## src/rtl/multireg_sequencer.sv

```systemverilog
`default_nettype none
// ============================================================================
// Module   : multireg_sequencer
// Brief    : Cracks Thumb PUSH/POP/STMIA/LDMIA into single-register micro-ops.
// Revision : 1.0 - initial release
// ============================================================================
module multireg_sequencer #(
    parameter int LIST_W     = 8,
    parameter int WORD_BYTES = 4,
    parameter int OFF_W      = 8,
    parameter int SP_IDX     = 13,
    parameter int LR_IDX     = 14,
    parameter int PC_IDX     = 15
) (
    input  logic             clk_i,
    input  logic             rst_n_i,
    input  logic [15:0]      instr_i,
    input  logic             instr_valid_i,
    output logic             ready_o,
    input  logic             stall_i,
    input  logic             flush_i,
    output logic             uop_valid_o,
    output logic             uop_load_o,
    output logic             uop_store_o,
    output logic [3:0]       uop_reg_o,
    output logic [3:0]       uop_base_o,
    output logic [OFF_W-1:0] uop_offset_o,
    output logic             uop_last_o,
    output logic             wb_en_o,
    output logic [OFF_W-1:0] wb_delta_o,
    output logic             err_o
);

    localparam logic [0:0] S_IDLE  = 1'b0;
    localparam logic [0:0] S_ISSUE = 1'b1;

    localparam logic [1:0] K_PUSH = 2'd0;
    localparam logic [1:0] K_POP  = 2'd1;
    localparam logic [1:0] K_STM  = 2'd2;
    localparam logic [1:0] K_LDM  = 2'd3;

    localparam logic [OFF_W-1:0] C_WB = OFF_W'(WORD_BYTES);

    logic [0:0]       r_state;
    logic [15:0]      r_list;
    logic [1:0]       r_kind;
    logic [2:0]       r_rb;
    logic [4:0]       r_n;
    logic [4:0]       r_k;
    logic             r_wb_ok;
    logic             r_err;

    logic             w_is_push;
    logic             w_is_pop;
    logic             w_is_stm;
    logic             w_is_ldm;
    logic             w_known;
    logic [1:0]       w_kind;
    logic [15:0]      w_eff_list;
    logic [4:0]       w_eff_n;
    logic             w_valid;
    logic             w_last;
    logic             w_hs;
    logic             w_consume;
    logic [3:0]       w_cur_reg;
    logic [OFF_W-1:0] w_k_off;
    logic [OFF_W-1:0] w_total;

    function automatic logic [4:0] f_popcount(input logic [15:0] v);
        logic [4:0] c;
        c = '0;
        for (int i = 0; i < 16; i++) begin
            c = c + {4'b0, v[i]};
        end
        return c;
    endfunction

    assign w_is_push = (instr_i[15:9] == 7'b1011_010);
    assign w_is_pop  = (instr_i[15:9] == 7'b1011_110);
    assign w_is_stm  = (instr_i[15:11] == 5'b1100_0);
    assign w_is_ldm  = (instr_i[15:11] == 5'b1100_1);
    assign w_known   = w_is_push | w_is_pop | w_is_stm | w_is_ldm;

    always_comb begin
        w_kind = K_LDM;
        if (w_is_push) begin
            w_kind = K_PUSH;
        end else if (w_is_pop) begin
            w_kind = K_POP;
        end else if (w_is_stm) begin
            w_kind = K_STM;
        end
    end

    // The R bit folds LR into a PUSH and PC into a POP.
    always_comb begin
        w_eff_list = 16'(instr_i[LIST_W-1:0]);
        if (w_is_push && instr_i[8]) begin
            w_eff_list[LR_IDX] = 1'b1;
        end
        if (w_is_pop && instr_i[8]) begin
            w_eff_list[PC_IDX] = 1'b1;
        end
    end

    assign w_eff_n = f_popcount(w_eff_list);

    always_comb begin
        w_cur_reg = 4'd0;
        for (int i = 15; i >= 0; i--) begin
            if (r_list[i]) begin
                w_cur_reg = 4'(i);
            end
        end
    end

    assign ready_o   = (r_state == S_IDLE);
    assign w_valid   = (r_state == S_ISSUE);
    assign w_last    = ((r_list & (r_list - 16'd1)) == 16'd0);
    assign w_hs      = instr_valid_i & ready_o & ~flush_i;
    assign w_consume = w_valid & ~stall_i & ~flush_i;
    assign w_k_off   = C_WB * OFF_W'(r_k);
    assign w_total   = C_WB * OFF_W'(r_n);

    always_ff @(posedge clk_i or negedge rst_n_i) begin
        if (!rst_n_i) begin
            r_state <= S_IDLE;
            r_list  <= '0;
            r_kind  <= K_PUSH;
            r_rb    <= '0;
            r_n     <= '0;
            r_k     <= '0;
            r_wb_ok <= 1'b0;
            r_err   <= 1'b0;
        end else begin
            r_err <= 1'b0;
            if (flush_i) begin
                r_state <= S_IDLE;
            end else if (w_hs) begin
                if (w_known) begin
                    if (w_eff_n == 5'd0) begin
                        r_err <= 1'b1;
                    end else begin
                        r_state <= S_ISSUE;
                        r_list  <= w_eff_list;
                        r_kind  <= w_kind;
                        r_rb    <= instr_i[10:8];
                        r_n     <= w_eff_n;
                        r_k     <= 5'd0;
                        // LDMIA loading its own base keeps the loaded value.
                        r_wb_ok <= !(w_is_ldm && w_eff_list[instr_i[10:8]]);
                    end
                end
            end else if (w_consume) begin
                r_list <= r_list & (r_list - 16'd1);
                r_k    <= r_k + 5'd1;
                if (w_last) begin
                    r_state <= S_IDLE;
                end
            end
        end
    end

    assign err_o       = r_err;
    assign uop_valid_o = w_valid;
    assign uop_load_o  = w_valid & ((r_kind == K_POP) | (r_kind == K_LDM));
    assign uop_store_o = w_valid & ((r_kind == K_PUSH) | (r_kind == K_STM));
    assign uop_reg_o   = w_valid ? w_cur_reg : 4'd0;
    assign uop_base_o  = !w_valid ? 4'd0 :
                         ((r_kind == K_PUSH) | (r_kind == K_POP)) ? 4'(SP_IDX) : {1'b0, r_rb};
    assign uop_offset_o = !w_valid ? '0 :
                          (r_kind == K_PUSH) ? (w_k_off - w_total) : w_k_off;
    assign uop_last_o  = w_valid & w_last;
    assign wb_en_o     = w_valid & w_last & r_wb_ok & ~flush_i;
    assign wb_delta_o  = !w_valid ? '0 :
                         (r_kind == K_PUSH) ? ('0 - w_total) : w_total;

endmodule
`default_nettype wire

```

## config.mk

```make
export PLATFORM = sky130hd
export DESIGN_NAME = multireg_sequencer
export DESIGN_NICKNAME = d
export VERILOG_FILES = /design/src/rtl/multireg_sequencer.sv
export SDC_FILE = /design/constraint.sdc
export NUM_CORES = 1
export LEC_CHECK = 0
export CORE_ASPECT_RATIO = 0.6
export CORE_MARGIN = 2
export CORE_UTILIZATION = 52
export DETAILED_ROUTE_END_ITERATION = 10
export PLACE_DENSITY_LB_ADDON = 0.08
export SETUP_SLACK_MARGIN = 0.5
export SLEW_MARGIN = 20
export SYNTH_ARGS = -nofsm -noshare
export SYNTH_HDL_FRONTEND = slang
export SYNTH_SLANG_ARGS = --single-unit
```

## constraint.sdc

```tcl
create_clock -name clk_i -period 2.75 [get_ports clk_i]
set_input_delay 0.275 -clock clk_i [delete_from_list [all_inputs] [get_ports clk_i]]
set_output_delay 0.275 -clock clk_i [all_outputs]
set_load 0.02 [all_outputs]
```

==> summary.md <==
| Metric | Value |
|---|---|
| Placed Cells | `around 460` |
| WHS Path Cells | `4` |
| Core Footprint | `between 4000 and 5000 um^2` |
| CTS tree | `done` |
| Avg Inst Size Synth | `between 8 and 9 um^2` |
| # port buffers | `47` |
| All-Layer GR Usage | `about 34%` |
| Top Ports | `52` |
| Worst reg2reg path startpoint | `r_list[2]$_DFFE_PN0P_` |
| First-pass GRT wire length | `about 14000 um` |
| Achievable clock frequency | `~240 MHz` |
| Net Sw Frac | `between 40% and 50%` |
| Post-synth top cells | `nor2_1 (38), dfrtp_1 (33), nand2_1 (30)` |
| FF-to-FF End | `uop_valid_o$_DFFE_PN0P_` |
| Worst-path fanout max | `5` |
| Clock Tree Root | `clkbuf_8` |
| Hold path startpoint | `instr_i[10]` |
| Core Rows | `19` |
| Cells taking the most area after synthesis | `dfrtp_1 (32%), nor2_1 (5.6%), fa_1 (5.5%)` |
| Flop pwr share | `a little over a quarter` |
| Gate power share | `between 50% and 60%` |
| Final period util | `149%` |
| Layout Area Growth over Synthesis | `54.3%` |
| Failing checks | `negative setup slack` |
| Post-synth EDFFs | `0` |
| Detailed-route wire length per cell | `20.7 um` |
| Clock transition at path regs | `approximately 0.07 ns` |
| Ant diodes | `0` |
| DR vias | `a little over 3000` |
| CTS H-tree lvls | `2` |
| Lkg Pwr | `between 0.0015 and 0.002 uW` |
| Share of the synthesized area in the top cell type | `32.2%` |
| Reg2reg path depth | `7` |
| TritonCTS Buffers | `5` |
| TritonRoute pass-1 iters | `5` |
| Syn Std Cell Area | `2560 um^2` |
| Finish-stage setup viols | `33` |
| Routability cong. | `between 0.9 and 1` |
| Synth Instances | `between 300 and 400` |
| Yosys warns | `0` |
| Slew headroom | `between 40 and 50%` |
| Most common cell in the synthesized netlist | `nor2_1` |
| DRC | `0` |
| Post-route insts no fill | `487` |
| Share of layout cells above drive strength 1 | `approximately 40%` |
| Worst-Margin Slew | `between 0.8 and 0.9 ns` |
| Crit path kind | `in -> reg` |
| Vias in the first global route | `2613` |
| R2R setup slack | `0.43 ns` |
| CP Capture Type | `flip-flop` |
| Peak supply drop | `0.456 mV` |
| Max clock buf depth | `2` |
| Fillers | `~250` |
| Starting Density | `a little over half` |
| Final Hold Fails | `0` |
| Mean number of vias per cell | `between 6 and 7` |
| Final Routed Wirelength | `10100 um` |
| Hold Path Sink | `r_rb[2]$_DFFE_PN0P_` |
| DIE AREA | `5520 um^2` |
| Nets | `460` |
| Worst Path Required | `roughly 3.0 ns` |
| Top sig layer | `met5` |
| PwrDens | `623 nW/um^2` |
| Post-synth top flop | `dfrtp_1` |
| Max-cap violations | `0` |
| Asr flop ratio synth | `100%` |
| Pin count of the biggest net entering global routing | `34` |
| Post-synth cell types | `55` |
| Sequential area share after synthesis | `about a third` |
| CTS Sinks | `33` |
| Final Power | `between 2000 and 2500 uW` |
| Layout Utilization | `~85%` |
| Max Slew Vio Count | `0` |
| Grt ovf | `0` |
| Clock Skews | `~0.0062 ns` |
| Yosys reg bits | `33` |
| Final min period | `4.10 ns` |
| DR iter-0 viols | `~340` |
| Hold WC Path Type | `in -> reg` |
| Post-CTS Hold Fix Bufs | `0` |
| WL met2 | `4330 um` |
| Psw | `roughly 1100 uW` |
| WL met1 | `between 4000 and 5000 um` |
| Metal3 WL | `1190 um` |
| Int Power | `between 1000 and 1500 uW` |
| RSZ-0062 raised after global routing | `yes` |
| Status | `complete, but fails checks` |
| Area leader, netlist | `dfrtp_1` |
| Worst setup margin | `-1.35 ns` |
| Clock latency on the worst-skew pair | `roughly 0.3 ns` |
| Chip height | `between 50 and 60 um` |
| Initial antenna violation count | `0` |
| WP data arrival | `4.32 ns` |
| Startpoint Class | `input port` |
| Clock Power Share | `between 15 and 20%` |
| Detailed Place HPWL | `6120 um` |
| Setup tns final | `-41.23 ns` |
| ANT nets after route | `0` |
| Die Span X | `94.6 um` |
-- layout by cell type, fill, tap and decap left out, drive strengths merged, types with 2 or more instances in the layout --
master	n
a211oi	3
a21boi	2
a21oi	23
a22o	3
a31oi	3
and2	3
and3	7
buf	84
clkbuf	12
clkdlybuf4s50	22
conb	4
dfrtp	33
dlygate4sd2	9
fa	7
ha	8
inv	25
mux4	2
nand2	31
nand2b	3
nand3	5
nand3b	3
nand4	2
nor2	38
nor2b	4
nor3	10
nor4	5
o21a	5
o21ai	34
o22ai	2
o2bb2ai	2
o31ai	3
or3	5
xnor2	3
xor2	3
-- flip-flops by register name, summed over array words and instances, names as in the netlist --
name	cells
r_k	5
r_list	16
r_rb	3
err_o	1
r_kind	2
r_n	4
r_wb_ok	1
uop_valid_o	1
-- power by group through the flow --
stage | clock network, uW | registers (uW) | logic [uW]
6_report | 394 | 660 | 1410
4_1_cts | 389 | 649 | 1150
3_5_place_dp | 0 | 663 | 1030
3_3_place_gp | 0 | 659 | 1010
2_1_floorplan | 0 | 641 | 701
5_1_grt | 406 | 667 | 1500
-- timing repair --
action	in CTS	in global routing
cloned	1	1
pin swaps	16	31
buffers inserted	11	8
resized for setup	98	58
endpoints found under the setup margin	50	44
-- worst max path at each step --
stage	startpoint	endpoint	slack, ns
floorplan	instr_i[9]	uop_valid_o$_DFFE_PN0P_	-1.38
global placement	instr_i[12]	r_wb_ok$_DFFE_PN0P_	-1.82
detailed placement	instr_i[12]	r_wb_ok$_DFFE_PN0P_	-1.95
CTS	instr_i[9]	uop_valid_o$_DFFE_PN0P_	-1.26
global route	instr_i[9]	r_list[1]$_DFFE_PN0P_	-1.44
finish	instr_i[0]	r_list[4]$_DFFE_PN0P_	-1.35
-- through the flow --
stage / hold WS, ns / setup WS, ns / area [um^2]
2_1_floorplan: -0.0206 / -1.38 / 2650
3_3_place_gp: 0.481 / -1.82 / 3450
3_5_place_dp: 0.515 / -1.95 / 3450
4_1_cts: 0.281 / -1.26 / 3720
5_1_grt: 0.341 / -1.44 / 3960
6_report: 0.309 / -1.35 / 3960
-- routing by layer --
metal | global-route usage, % | up-vias
li1 | - | 1307
met4 | 8.07 | 2
met2 | 47.2 | 206
met5 | 0 | -
met1 | 51.2 | 1497
met3 | 9.35 | 44
-- cell families (layout without fill, tap and decap cells) --
group | Yosys count | count (layout) | synth area share (%)
multiplexers | 3 | 3 | 2.15
buffers and inverters | 45 | 153 | 8.35
AO/OA/AOI/OAI | 90 | 90 | 21.8
XOR/XNOR | 6 | 6 | 2.05
other | 1 | 4 | 0.146
flip-flops | 33 | 33 | 32.2
adder cells (fa/ha/maj) | 15 | 15 | 9.37
AND/OR/NAND/NOR | 120 | 120 | 23.9
-- final cells by class --
cell class              count  area (um^2)  share of cell area [%]
inverters                  25         93.8                    2.37
well taps                  63         78.8                    1.99
clock buffers               7         86.3                    2.18
flip-flops and latches     33          832                    21.0
multi-input cells         238         1820                    45.9
repair buffers            121         1050                    26.5
-- worst max-delay path, stage by stage --
cell and delay (ns):
clkdlybuf4s50_1 0.49, inv_1 0.10, fa_1 0.52, fa_1 0.58, fa_1 0.42, inv_1 0.07
ha_2 0.17, inv_2 0.04, fa_2 0.36, a2111o_1 0.31, a21oi_2 0.16, buf_4 0.15
nor2_4 0.04, o22ai_4 0.20, buf_6 0.18, o21ai_1 0.11, o21ai_1 0.13
Note: power is estimated with default switching activity, not from simulation.
